### src/rtl/rob_multifill_if.sv
// Book / fill / commit bundle of the reorder buffer.
// The core side (booking, execution channels) is the master; the ROB is the slave.
interface rob_multifill_if #(
  parameter int DEPTH    = 16,
  parameter int NUM_FILL = 2,
  parameter int DATA_W   = 32,
  parameter int PC_W     = 32,
  parameter int PVL_W    = 2,
  parameter int AREG_W   = 5,
  parameter int TRAP_W   = 4
);
  localparam int IDX_W = $clog2(DEPTH + 1);

  // control and booking
  logic                               c_pause;
  logic                               c_req;
  logic [AREG_W-1:0]                  i_areg_rd;
  logic [PC_W-1:0]                    i_pc;
  logic [PVL_W-1:0]                   i_pvl;
  logic [PC_W-1:0]                    i_spec_pc;
  logic [PVL_W-1:0]                   i_spec_pvl;
  logic                               s_book;
  logic [IDX_W-1:0]                   i_preg_rd;
  // result fill channels
  logic [NUM_FILL-1:0]                f_valid;
  logic [NUM_FILL-1:0][IDX_W-1:0]     f_tag;
  logic [NUM_FILL-1:0][DATA_W-1:0]    f_data;
  logic [NUM_FILL-1:0][PC_W-1:0]      f_next_pc;
  logic [NUM_FILL-1:0][PVL_W-1:0]     f_next_pvl;
  logic [NUM_FILL-1:0][TRAP_W-1:0]    f_trapc;
  // commit broadcast
  logic                               s_enable;
  logic                               s_cur;
  logic [TRAP_W-1:0]                  s_cur_fcode;
  logic                               s_spec;
  logic [PC_W-1:0]                    recov_pc;
  logic [PVL_W-1:0]                   recov_pvl;
  logic [PC_W-1:0]                    cur_pc;
  logic [PVL_W-1:0]                   cur_pvl;
  logic [AREG_W-1:0]                  c_areg_rd;
  logic [DATA_W-1:0]                  c_data;
  logic [IDX_W-1:0]                   s_count;

  modport master (
    output c_pause, c_req, i_areg_rd, i_pc, i_pvl, i_spec_pc, i_spec_pvl,
           f_valid, f_tag, f_data, f_next_pc, f_next_pvl, f_trapc,
    input  s_book, i_preg_rd, s_enable, s_cur, s_cur_fcode, s_spec,
           recov_pc, recov_pvl, cur_pc, cur_pvl, c_areg_rd, c_data, s_count
  );

  modport slave (
    input  c_pause, c_req, i_areg_rd, i_pc, i_pvl, i_spec_pc, i_spec_pvl,
           f_valid, f_tag, f_data, f_next_pc, f_next_pvl, f_trapc,
    output s_book, i_preg_rd, s_enable, s_cur, s_cur_fcode, s_spec,
           recov_pc, recov_pvl, cur_pc, cur_pvl, c_areg_rd, c_data, s_count
  );
endinterface

### src/rtl/rob_multifill.sv
// Reorder buffer: in-order booking, NUM_FILL parallel result fills,
// single in-order commit with fault / misspeculation flush.
// Tags are slot+1 so that tag 0 can mean "no destination".
module rob_multifill #(
  parameter int DEPTH    = 16,
  parameter int NUM_FILL = 2,
  parameter int DATA_W   = 32,
  parameter int PC_W     = 32,
  parameter int PVL_W    = 2,
  parameter int AREG_W   = 5,
  parameter int TRAP_W   = 4
) (
  input  logic            c_clock,
  input  logic            c_reset,
  rob_multifill_if.slave  bus
);
  localparam int IDX_W = $clog2(DEPTH + 1);
  localparam int PTR_W = $clog2(DEPTH);

  // fields written at booking time
  typedef struct packed {
    logic [AREG_W-1:0] areg;
    logic [PC_W-1:0]   pc;
    logic [PVL_W-1:0]  pvl;
    logic [PC_W-1:0]   spec_pc;
    logic [PVL_W-1:0]  spec_pvl;
  } book_t;

  // fields written by a fill
  typedef struct packed {
    logic [DATA_W-1:0] data;
    logic [PC_W-1:0]   next_pc;
    logic [PVL_W-1:0]  next_pvl;
    logic [TRAP_W-1:0] trapc;
  } res_t;

  book_t             bk_q [DEPTH];
  res_t              rs_q [DEPTH];
  logic [DEPTH-1:0]  vld_q, done_q;
  logic [PTR_W-1:0]  head_q, tail_q;
  logic [IDX_W-1:0]  count_q;

  logic                           commit, spec_ok, flush_now;
  logic [NUM_FILL-1:0]            fill_hit, fill_acc;
  logic [NUM_FILL-1:0][PTR_W-1:0] fill_slot;

  // per-channel fill decode; a lower channel aimed at the same tag wins
  for (genvar k = 0; k < NUM_FILL; k++) begin : g_fill
    logic [IDX_W-1:0] tag_k;
    logic             acc;
    assign tag_k        = bus.f_tag[k];
    assign fill_slot[k] = PTR_W'(tag_k - IDX_W'(1));
    assign fill_hit[k]  = bus.f_valid[k] && (tag_k != '0) && (tag_k <= IDX_W'(DEPTH)) &&
                          vld_q[fill_slot[k]] && !done_q[fill_slot[k]];
    // drop this channel if any lower channel already hits the same tag
    always_comb begin
      acc = fill_hit[k];
      for (int j = 0; j < k; j++)
        if (fill_hit[j] && bus.f_tag[j] == tag_k) acc = 1'b0;
    end
    assign fill_acc[k] = acc;
  end

  // head retires only if done before the edge; bad outcome squashes the whole buffer
  assign commit    = vld_q[head_q] && done_q[head_q] && !bus.c_pause;
  assign spec_ok   = {rs_q[head_q].next_pc, rs_q[head_q].next_pvl} ==
                     {bk_q[head_q].spec_pc, bk_q[head_q].spec_pvl};
  assign flush_now = commit && ((rs_q[head_q].trapc != '0) || !spec_ok);

  assign bus.s_book    = bus.c_req && !bus.c_pause && (count_q != IDX_W'(DEPTH)) && !flush_now;
  assign bus.i_preg_rd = IDX_W'(tail_q) + IDX_W'(1);
  assign bus.s_count   = count_q;

  // occupancy state: pointers, count, valid/done bits
  always_ff @(posedge c_clock or posedge c_reset) begin
    if (c_reset) begin
      head_q  <= '0;
      tail_q  <= '0;
      count_q <= '0;
      vld_q   <= '0;
      done_q  <= '0;
    end else if (flush_now) begin
      head_q  <= '0;
      tail_q  <= '0;
      count_q <= '0;
      vld_q   <= '0;
      done_q  <= '0;
    end else begin
      if (bus.s_book) begin
        vld_q[tail_q]  <= 1'b1;
        done_q[tail_q] <= 1'b0;
        tail_q         <= tail_q + PTR_W'(1);
      end
      for (int k = 0; k < NUM_FILL; k++)
        if (fill_acc[k]) done_q[fill_slot[k]] <= 1'b1;
      if (commit) begin
        vld_q[head_q]  <= 1'b0;
        done_q[head_q] <= 1'b0;
        head_q         <= head_q + PTR_W'(1);
      end
      count_q <= count_q + IDX_W'(bus.s_book) - IDX_W'(commit);
    end
  end

  // entry payload; only meaningful while the valid bit is set, so no reset
  always_ff @(posedge c_clock) begin
    if (bus.s_book)
      bk_q[tail_q] <= {bus.i_areg_rd, bus.i_pc, bus.i_pvl, bus.i_spec_pc, bus.i_spec_pvl};
    for (int k = 0; k < NUM_FILL; k++)
      if (fill_acc[k])
        rs_q[fill_slot[k]] <= {bus.f_data[k], bus.f_next_pc[k], bus.f_next_pvl[k], bus.f_trapc[k]};
  end

  // registered commit broadcast; payload holds between commits
  always_ff @(posedge c_clock or posedge c_reset) begin
    if (c_reset) begin
      bus.s_enable    <= 1'b0;
      bus.s_cur       <= 1'b0;
      bus.s_cur_fcode <= '0;
      bus.s_spec      <= 1'b0;
      bus.recov_pc    <= '0;
      bus.recov_pvl   <= '0;
      bus.cur_pc      <= '0;
      bus.cur_pvl     <= '0;
      bus.c_areg_rd   <= '0;
      bus.c_data      <= '0;
    end else begin
      bus.s_enable <= commit;
      if (commit) begin
        bus.s_cur       <= (rs_q[head_q].trapc == '0);
        bus.s_cur_fcode <= rs_q[head_q].trapc;
        bus.s_spec      <= spec_ok;
        bus.recov_pc    <= rs_q[head_q].next_pc;
        bus.recov_pvl   <= rs_q[head_q].next_pvl;
        bus.cur_pc      <= bk_q[head_q].pc;
        bus.cur_pvl     <= bk_q[head_q].pvl;
        bus.c_areg_rd   <= bk_q[head_q].areg;
        bus.c_data      <= rs_q[head_q].data;
      end
    end
  end
endmodule
### src/flat_wrapper.sv
// flat-port wrapper written by rule: the top's interface ports become plain ports
module rob_multifill_flat 
#(
  parameter int DEPTH    = 16,
  parameter int NUM_FILL = 2,
  parameter int DATA_W   = 32,
  parameter int PC_W     = 32,
  parameter int PVL_W    = 2,
  parameter int AREG_W   = 5,
  parameter int TRAP_W   = 4
)
  (c_clock, c_reset, bus_c_pause, bus_c_req, bus_i_areg_rd, bus_i_pc, bus_i_pvl, bus_i_spec_pc, bus_i_spec_pvl, bus_f_valid, bus_f_tag, bus_f_data, bus_f_next_pc, bus_f_next_pvl, bus_f_trapc, bus_s_book, bus_i_preg_rd, bus_s_enable, bus_s_cur, bus_s_cur_fcode, bus_s_spec, bus_recov_pc, bus_recov_pvl, bus_cur_pc, bus_cur_pvl, bus_c_areg_rd, bus_c_data, bus_s_count);
  rob_multifill_if #(.DEPTH(DEPTH), .NUM_FILL(NUM_FILL), .DATA_W(DATA_W), .PC_W(PC_W), .PVL_W(PVL_W), .AREG_W(AREG_W), .TRAP_W(TRAP_W)) bus_i ();
  input  logic c_clock;
  input  logic c_reset;
  input wire logic [$bits(bus_i.c_pause)-1:0] bus_c_pause;
  input wire logic [$bits(bus_i.c_req)-1:0] bus_c_req;
  input wire logic [$bits(bus_i.i_areg_rd)-1:0] bus_i_areg_rd;
  input wire logic [$bits(bus_i.i_pc)-1:0] bus_i_pc;
  input wire logic [$bits(bus_i.i_pvl)-1:0] bus_i_pvl;
  input wire logic [$bits(bus_i.i_spec_pc)-1:0] bus_i_spec_pc;
  input wire logic [$bits(bus_i.i_spec_pvl)-1:0] bus_i_spec_pvl;
  input wire logic [$bits(bus_i.f_valid)-1:0] bus_f_valid;
  input wire logic [$bits(bus_i.f_tag)-1:0] bus_f_tag;
  input wire logic [$bits(bus_i.f_data)-1:0] bus_f_data;
  input wire logic [$bits(bus_i.f_next_pc)-1:0] bus_f_next_pc;
  input wire logic [$bits(bus_i.f_next_pvl)-1:0] bus_f_next_pvl;
  input wire logic [$bits(bus_i.f_trapc)-1:0] bus_f_trapc;
  output wire logic [$bits(bus_i.s_book)-1:0] bus_s_book;
  output wire logic [$bits(bus_i.i_preg_rd)-1:0] bus_i_preg_rd;
  output wire logic [$bits(bus_i.s_enable)-1:0] bus_s_enable;
  output wire logic [$bits(bus_i.s_cur)-1:0] bus_s_cur;
  output wire logic [$bits(bus_i.s_cur_fcode)-1:0] bus_s_cur_fcode;
  output wire logic [$bits(bus_i.s_spec)-1:0] bus_s_spec;
  output wire logic [$bits(bus_i.recov_pc)-1:0] bus_recov_pc;
  output wire logic [$bits(bus_i.recov_pvl)-1:0] bus_recov_pvl;
  output wire logic [$bits(bus_i.cur_pc)-1:0] bus_cur_pc;
  output wire logic [$bits(bus_i.cur_pvl)-1:0] bus_cur_pvl;
  output wire logic [$bits(bus_i.c_areg_rd)-1:0] bus_c_areg_rd;
  output wire logic [$bits(bus_i.c_data)-1:0] bus_c_data;
  output wire logic [$bits(bus_i.s_count)-1:0] bus_s_count;
  assign bus_i.c_pause = bus_c_pause;
  assign bus_i.c_req = bus_c_req;
  assign bus_i.i_areg_rd = bus_i_areg_rd;
  assign bus_i.i_pc = bus_i_pc;
  assign bus_i.i_pvl = bus_i_pvl;
  assign bus_i.i_spec_pc = bus_i_spec_pc;
  assign bus_i.i_spec_pvl = bus_i_spec_pvl;
  assign bus_i.f_valid = bus_f_valid;
  assign bus_i.f_tag = bus_f_tag;
  assign bus_i.f_data = bus_f_data;
  assign bus_i.f_next_pc = bus_f_next_pc;
  assign bus_i.f_next_pvl = bus_f_next_pvl;
  assign bus_i.f_trapc = bus_f_trapc;
  assign bus_s_book = bus_i.s_book;
  assign bus_i_preg_rd = bus_i.i_preg_rd;
  assign bus_s_enable = bus_i.s_enable;
  assign bus_s_cur = bus_i.s_cur;
  assign bus_s_cur_fcode = bus_i.s_cur_fcode;
  assign bus_s_spec = bus_i.s_spec;
  assign bus_recov_pc = bus_i.recov_pc;
  assign bus_recov_pvl = bus_i.recov_pvl;
  assign bus_cur_pc = bus_i.cur_pc;
  assign bus_cur_pvl = bus_i.cur_pvl;
  assign bus_c_areg_rd = bus_i.c_areg_rd;
  assign bus_c_data = bus_i.c_data;
  assign bus_s_count = bus_i.s_count;
  rob_multifill #(.DEPTH(DEPTH), .NUM_FILL(NUM_FILL), .DATA_W(DATA_W), .PC_W(PC_W), .PVL_W(PVL_W), .AREG_W(AREG_W), .TRAP_W(TRAP_W)) u_core (.c_clock(c_clock), .c_reset(c_reset), .bus(bus_i));
endmodule
### config.mk
export PLATFORM = sky130hd
export DESIGN_NAME = rob_multifill_flat
export DESIGN_NICKNAME = d
export VERILOG_FILES = /design/src/rtl/rob_multifill_if.sv /design/src/rtl/rob_multifill.sv /design/src/flat_wrapper.sv
export SDC_FILE = /design/constraint.sdc
export NUM_CORES = 2
export LEC_CHECK = 0
export CAP_MARGIN = 10
export CORE_ASPECT_RATIO = 1.4
export CORE_MARGIN = 5
export CORE_UTILIZATION = 60
export DETAILED_ROUTE_END_ITERATION = 8
export PLACE_DENSITY = 0.81
export SYNTH_ARGS = -nofsm -noshare
export SYNTH_HDL_FRONTEND = slang
export SYNTH_SLANG_ARGS = --single-unit
### constraint.sdc
create_clock -name c_clock -period 12.55 [get_ports c_clock]
set_input_delay 2.51 -clock c_clock [delete_from_list [all_inputs] [get_ports c_clock]]
set_output_delay 2.51 -clock c_clock [all_outputs]
set_load 0.005 [all_outputs]
==> reports/results.tsv <==
stage	metric	value	unit
run_status	status	finished clean	
final_layout	fillers	11100	
setup_path	endpoint	bus_s_book	
detailed_routing	via_per_inst	6.95	
clocking	clk_pin_slew	0.06	ns
clocking	cts.path.max_buffers	3	
worst_hold_path	min_path_type	reg2reg	
pwr	p_leak	38.4	nW
global_routing	grt_usage	30.9	%
detailed_routing	drc	0	
global_routing	grt_busiest_layer	met2	
clocking	postCtsSetupRepairBufs	0	
setup_path	required	10.04	ns
global_routing	grt_pass1_wl	420000	um
place	portBuffers	351	
pwr	power_density	168	nW/um2
final_layout	drive_gt1_share	37.3	%
floorplanning	ios	352	
setup_path	r2r_slack	4.46	ns
setup_path	r2r_cells	12	
setup_path	cp.arrival	7.25	ns
place	dp_hpwl	159000	um
detailed_routing	antenna_left	0	
setup_path	crit_slowest_cell	dfrtp_4	
timing	setup_viol	0	
synthesis	ys.flop_type	edfxtp_1	
global_routing	overflow	0	
setup_path	crit_path_max_fanout	52	
detailed_routing	drt-initial-drc-count	7537	
final_layout	area_delta_synth_final	11.8	%
clocking	clk_latency	0.88	ns
clocking	root_buffer	clkbuf_16	
synthesis	netlist_instances	5651	
detailed_routing	wl_per_cell	34.5	um
timing	skew	0.0482	ns
pwr	peakVddDrop	0.000148	V
floorplanning	row_count	183	
setup_path	endpoint_kind	output port	
timing	worstMarginPinSlew	1.27	ns
final_layout	seqCellArea	72600	um2
synthesis	yosysTopAreaCell	edfxtp_1	
final_layout	multi_input_area	32700	um2
global_routing	antenna_found_initial	57	
synthesis	synthTopCellsByArea	edfxtp_1 64%, mux4_2 14%, mux2_2 12%	
pwr	p_comb_share	18.8	%
setup_path	critPathLaunchType	register	
clocking	cts_resized	0	
setup_path	path_depth	12	
synthesis	synthArstFlopShare	6.42	%
timing	slew_headroom	15.5	%
clocking	cts_sinks	2445	
synthesis	synth_edf_count	2288	
timing	finalSetupTns	0	ns
setup_path	worstPathCellList	buf_4 -> mux4_2 -> a22oi_1 -> nand2_1 -> xor2_1 -> nor4_1 -> nand4_1 -> nor4_4 -> buf_4 -> o21ai_0 -> inv_1 -> clkdlybuf4s50_1	
flow_run	maxCapViolations	0	
clocking	cts_tree	yes	
floorplanning	fp.coreArea	178000	um2
setup_path	cpPeakStageDelay	1.01	ns
setup_path	cp_top_family	simple AND/OR/NAND/NOR gates	
setup_path	critPathLaunch	u_core.head_q[0]	
setup_path	critical_path_buf_inv_count	4	
synthesis	netlist.area_leader.share	64.0	%
timing	fin_crit_sh	77.8	%
pwr	intPower	15.0	mW
timing	rsz0062_at_grt	no	
setup_path	r2r-start	u_core.head_q[0]	
detailed_routing	dr.pass1.iters	6	
timing	holdWs	0.471	ns
global_routing	grt_util_met1	40.5	%
setup_path	worst-setup-path-type	reg2out	
pwr	pwr-share-clk	33.4	%
place	gp_congestion	0.855	
global_routing	grt_max_degree	148	
setup_path	critPathMostFrequentCell	buf_4	
floorplanning	die_h	510	um
synthesis	synth_area	107000	um2
pwr	p_total	20.2	mW
timing	fmax	102	MHz
timing	hold_viol_final	0	
floorplanning	die_w	367	um
timing	slew_viol_final	0	
detailed_routing	vias	58100	
clocking	cts_max_level	4	
clocking	hold_buffers	0	
setup_path	worstReg2RegEnd	u_core.bk_q[3][4]	
pwr	swShare	25.8	%
synthesis	ys_warn_count	0	
pwr	pwr-share-seq	47.8	%
floorplanning	start_util	60.4	%
timing	fin_crit	9.76	ns
synthesis	synth_cell_types	55	
clocking	cts_buffers	215	
global_routing	use_met2	50.7	%
global_routing	first_global_vias	60400	
pwr	switchingPower	5.21	mW
synthesis	synth_seq_cells	2445	
synthesis	seq_area_frac_synth	67.7	%
synthesis	syn-mean-instance-area	19.0	um2
floorplanning	die-area	188000	um2
detailed_routing	drt_wl_total	289000	um
synthesis	synth_fp_nets	5905	
final_layout	nNetsFinal	6085	
global_routing	grtUsageMet3	7.73	%
## how the worst min path moves through the flow
stage	from	endpoint	slack [ns]	depth (start not counted)
finish	u_core.bus.cur_pc[24]	u_core.bus.cur_pc[24]	0.47	2
global route	u_core.bus.cur_pc[20]	u_core.bus.cur_pc[20]	0.49	2
CTS	u_core.bus.cur_pc[24]	u_core.bus.cur_pc[24]	0.48	2
detailed placement	u_core.bus.cur_pc[24]	u_core.bus.cur_pc[24]	0.46	2
global placement	u_core.bus.cur_pc[24]	u_core.bus.cur_pc[24]	0.46	2
floorplan	u_core.bus.s_spec	u_core.bus.s_spec	0.46	2
## state kept, by name (all words and copies together) (netlist names)
| name | flops |
|---|---|
| u_core.bk_q | 1168 |
| u_core.rs_q | 1120 |
| u_core.bus.c_data | 32 |
| u_core.bus.cur_pc | 32 |
| u_core.bus.recov_pc | 32 |
| u_core.done_q | 16 |
| u_core.vld_q | 16 |
| u_core.bus.c_areg_rd | 5 |
| u_core.bus.s_count | 5 |
| u_core.bus.s_cur_fcode | 4 |
| u_core.head_q | 4 |
| u_core.tail_q | 4 |
| u_core.bus.cur_pvl | 2 |
| u_core.bus.recov_pvl | 2 |
| u_core.bus.s_cur | 1 |
| u_core.bus.s_enable | 1 |
| u_core.bus.s_spec | 1 |
## through the flow
stage / instance area, um2 / cells / util (%) / setup slack (ns)
after CTS: 120000 / 8328 / 67.5 / 2.81
final: 120000 / 8364 / 67.5 / 2.79
after floorplan: 107000 / 5651 / - / 3.33
after global placement: 113000 / 7926 / 63.5 / 3.85
after global routing: 120000 / 8340 / 67.5 / 2.45
after detailed placement: 113000 / 7926 / 63.5 / 3.86
## per-layer routing
metal | vias to the layer above | share of wire, %
li1 | 23200 | -
met1 | 30400 | 36
met2 | 3758 | 50
met3 | 687 | 11
met4 | 50 | 3.8
met5 | - | 0.11
## cell type report
class                      instances  share of cell area, %
clock buffer                     301                   4.94
timing repair buffer             451                   3.65
antenna                           36                 0.0751
clock inverter                   101                  0.996
sequential                      2445                   60.6
multi-input combinational       2680                   27.2
tap                             2312                   2.41
inverter                          38                  0.142
## logic make-up after synthesis
logic type / after synthesis / share of synthesized area [%]
AO/OA/AOI/OAI: 234 / 1.61
flip-flops: 2445 / 67.7
multiplexers: 1787 / 25.6
adder cells (fa/ha/maj): 25 / 0.298
AND/OR/NAND/NOR: 582 / 2.27
buffers and inverters: 526 / 2.14
XOR/XNOR: 52 / 0.424
## power groups by stage
stage | clock (mW) | combinational, mW | sequential, mW
4_1_cts | 6.81 | 3.80 | 9.66
2_1_floorplan | 0 | 2.43 | 9.76
3_3_place_gp | 0 | 3.68 | 9.79
5_1_grt | 7.16 | 4.04 | 9.70
3_5_place_dp | 0 | 3.74 | 9.82
6_report | 6.75 | 3.80 | 9.66
## cell usage in the layout (no fill, tap or decap), types with 33 or more instances in the layout
cell / synthesis / layout
clkbuf_16: 0 / 220
nor2_1: 57 / 52
dfrtp_1: 157 / 153
edfxtp_1: 2288 / 2288
clkbuf_1: 316 / 69
clkdlybuf4s50_1: 0 / 351
mux2_2: 1125 / 1125
a22oi_1: 96 / 96
mux4_2: 652 / 652
buf_4: 13 / 91
diode_2: 0 / 36
clkinv_1: 0 / 33
nand2_1: 415 / 408
## synthesized netlist by cell type (13+ instances only)
| cell | count |
|---|---|
| mux4_2 | 652 |
| clkbuf_1 | 316 |
| dfrtp_1 | 157 |
| a21oi_1 | 27 |
| buf_2 | 102 |
| a221oi_1 | 16 |
| nand3_1 | 22 |
| edfxtp_1 | 2288 |
| nor3_1 | 21 |
| ha_1 | 24 |
| buf_4 | 13 |
| xnor2_1 | 23 |
| nand2b_1 | 19 |
| inv_1 | 36 |
| buf_1 | 37 |
| a22o_1 | 19 |
| mux2_2 | 1125 |
| o21ai_0 | 29 |
| nor2_1 | 57 |
| a22oi_1 | 96 |
| xor2_1 | 29 |
| buf_6 | 20 |
| nand2_1 | 415 |
## worst reg2reg max path, cell delays in order, from the launching register on
cell and delay (ns):
dfrtp_4 1.01, buf_4 0.99, mux4_2 0.65, a22oi_1 0.23
nand2_1 0.15, xor2_1 0.17, nor4_1 0.75, nand4_1 0.61
nor4_4 0.47, buf_4 0.35, nor2_4 0.27, nor2b_4 1.03
buf_4 0.95
Note: power is estimated with default switching activity, not from simulation.
==> RTL edit, RTL diff (config.mk and constraints unchanged) <==
`AREG_W` is set to 5 in 3 places; all go to 7.
--- a/src/rtl/rob_multifill_if.sv
+++ b/src/rtl/rob_multifill_if.sv
@@ -7,5 +7,5 @@
   parameter int PC_W     = 32,
   parameter int PVL_W    = 2,
-  parameter int AREG_W   = 5,
+  parameter int AREG_W   = 7,
   parameter int TRAP_W   = 4
 );
--- a/src/rtl/rob_multifill.sv
+++ b/src/rtl/rob_multifill.sv
@@ -8,5 +8,5 @@
   parameter int PC_W     = 32,
   parameter int PVL_W    = 2,
-  parameter int AREG_W   = 5,
+  parameter int AREG_W   = 7,
   parameter int TRAP_W   = 4
 ) (
--- a/src/flat_wrapper.sv
+++ b/src/flat_wrapper.sv
@@ -7,5 +7,5 @@
   parameter int PC_W     = 32,
   parameter int PVL_W    = 2,
-  parameter int AREG_W   = 5,
+  parameter int AREG_W   = 7,
   parameter int TRAP_W   = 4
 )
Ports: changed (resized bus_c_areg_rd and bus_i_areg_rd); port bits go from 352 to 356. The function was not compared with the original's and may differ.
==> RTL edit against the original RTL <==
Sequential cell count rose by 34. Clock power is 3% higher. Final area is 2.1% higher. Area after synthesis increased by 1.6%. Critical path type unchanged. Setup slack better by 0.060 ns. Wire length is 2.3% higher. Register-to-register slack worse by 0.08 ns. Maximum frequency is 0.62% higher. Total power is 1.4% higher.
==> RTL edit: results (changes against the original RTL) <==
| Metric | Value |
|---|---|
| Outcome | completed (unchanged) |
| Crit path max fanout | 53 (was 52) |
| Post-synth top cells | edfxtp_1 (2,320), mux2_2 (1,099), mux4_2 (672) (was edfxtp_1 (2,288), mux2_2 (1,125), mux4_2 (652)) |
| Routability cong. | 0.861 (was 0.855) |
| Register area share after synthesis | 67.5% (was 67.7%) |
| Final Skew | 0.0719 ns (was 0.0482 ns) |
| Static leakage power | 39.6 nW (was 38.4 nW) |
| Iteration-0 DRC count of the detailed router | 8,464 (was 7,537) |
| First-pass GRT wire length | 428,000 um (was 420,000 um) |
| Layout cell share with drive strength beyond 1 | 37.2% (was 37.3%) |
| Port Buffer Count | 355 (was 351) |
| Slew Limit Headroom | 12.5% (was 15.5%) |
| Switching Fraction | 26.5% (was 25.8%) |
| Synth cell types | 62 (was 55) |
| NumNets Final | 6,200 (was 6,085) |
| HP Start | u_core.bus.cur_pc[18]$_DFFE_PP0P_ (was u_core.bus.cur_pc[24]$_DFFE_PP0P_) |
| Hold EP | u_core.bus.cur_pc[18]$_DFFE_PP0P_ (was u_core.bus.cur_pc[24]$_DFFE_PP0P_) |
| Worst Reg2Reg Path Length in Cells | 13 (was 12) |
| Routed WL per cell | 34.3 um (was 34.5 um) |
| EDFF count, synth | 2,320 (was 2,288) |
| Number of global-route vias before repair | 61,465 (was 60,354) |
| Dpl hpwl | 157,000 um (was 159,000 um) |
| Asr flop ratio synth | 6.41% (was 6.42%) |
| VDD IR max | 173 uV (was 148 uV) |
| Num CTS Buffers | 221 (was 215) |
-- RTL edit: final cells by class --
class                      count  area, um^2
timing repair buffer         483        4610
tap                         2431        3040
clock buffer                 307        6140
clock inverter               106        1220
fill                       11266       58800
sequential                  2479       73700
antenna                       33        82.6
inverter                      36         158
multi-input combinational   2723       33500
-- RTL edit: worst max-delay path by stage --
stage	to	slack, ns	from
after floorplan	u_core.bk_q[0][0]$_DFFE_PP_	1.58	bus_c_req
after global placement	bus_s_book	3.78	u_core.head_q[0]$_DFFE_PP0P_
after detailed placement	bus_s_book	3.75	u_core.head_q[0]$_DFFE_PP0P_
after CTS	bus_s_book	2.69	u_core.head_q[0]$_DFFE_PP0P_
after global routing	bus_s_book	2.28	u_core.head_q[0]$_DFFE_PP0P_
final	bus_s_book	2.85	u_core.head_q[0]$_DFFE_PP0P_
-- RTL edit: critical path, stage by stage (launching register included) --
cell and delay [ns]:
dfrtp_4 0.96, buf_4 0.88, buf_4 0.92, mux4_2 0.62
mux4_2 0.50, xnor2_1 0.26, nand4_1 0.18, nor2_1 0.26
nand4_1 0.28, o31ai_4 0.29, buf_4 0.36, and2_1 0.18
clkdlybuf4s50_1 0.49
-- RTL edit: stage by stage --
stage | cell area [um^2] | hold WS, ns | instances | setup slack [ns] | total power [W]
2_1_floorplan | 109000 | 0.470 | 5731 | 1.58 | 0.0121
6_report | 122000 | 0.473 | 8598 | 2.85 | 0.0205
4_1_cts | 122000 | 0.476 | 8565 | 2.69 | 0.0205
3_3_place_gp | 115000 | 0.458 | 8151 | 3.78 | 0.0136
3_5_place_dp | 115000 | 0.461 | 8152 | 3.75 | 0.0136
5_1_grt | 122000 | 0.496 | 8574 | 2.28 | 0.0212
-- RTL edit: power by group through the flow --
stage | Combinational [W] | Sequential, W | Clock (W)
global route | 0.00395 | 0.00987 | 0.00736
global placement | 0.00359 | 0.00996 | 0
floorplan | 0.00213 | 0.00992 | 0
finish | 0.00374 | 0.00983 | 0.00693
detailed placement | 0.00365 | 0.00999 | 0
CTS | 0.00372 | 0.00983 | 0.00698
-- RTL edit: cells by family after synthesis --
group / share of synthesized area (%)
multiplexers: 25.5
flip-flops: 67.5
buffers and inverters: 2.13
XOR/XNOR: 0.426
adder cells (fa/ha/maj): 0.294
AND/OR/NAND/NOR: 2.17
AO/OA/AOI/OAI: 1.93
-- RTL edit: per-layer routing --
metal  vias to the layer above  global-route usage, %  routed length (um)
met5                         -                      0                 327
met1                     30791                   40.2              102000
li1                      23672                      -                   -
met4                        50                   11.4               11500
met3                       783                   8.18               33300
met2                      4033                   51.4              148000
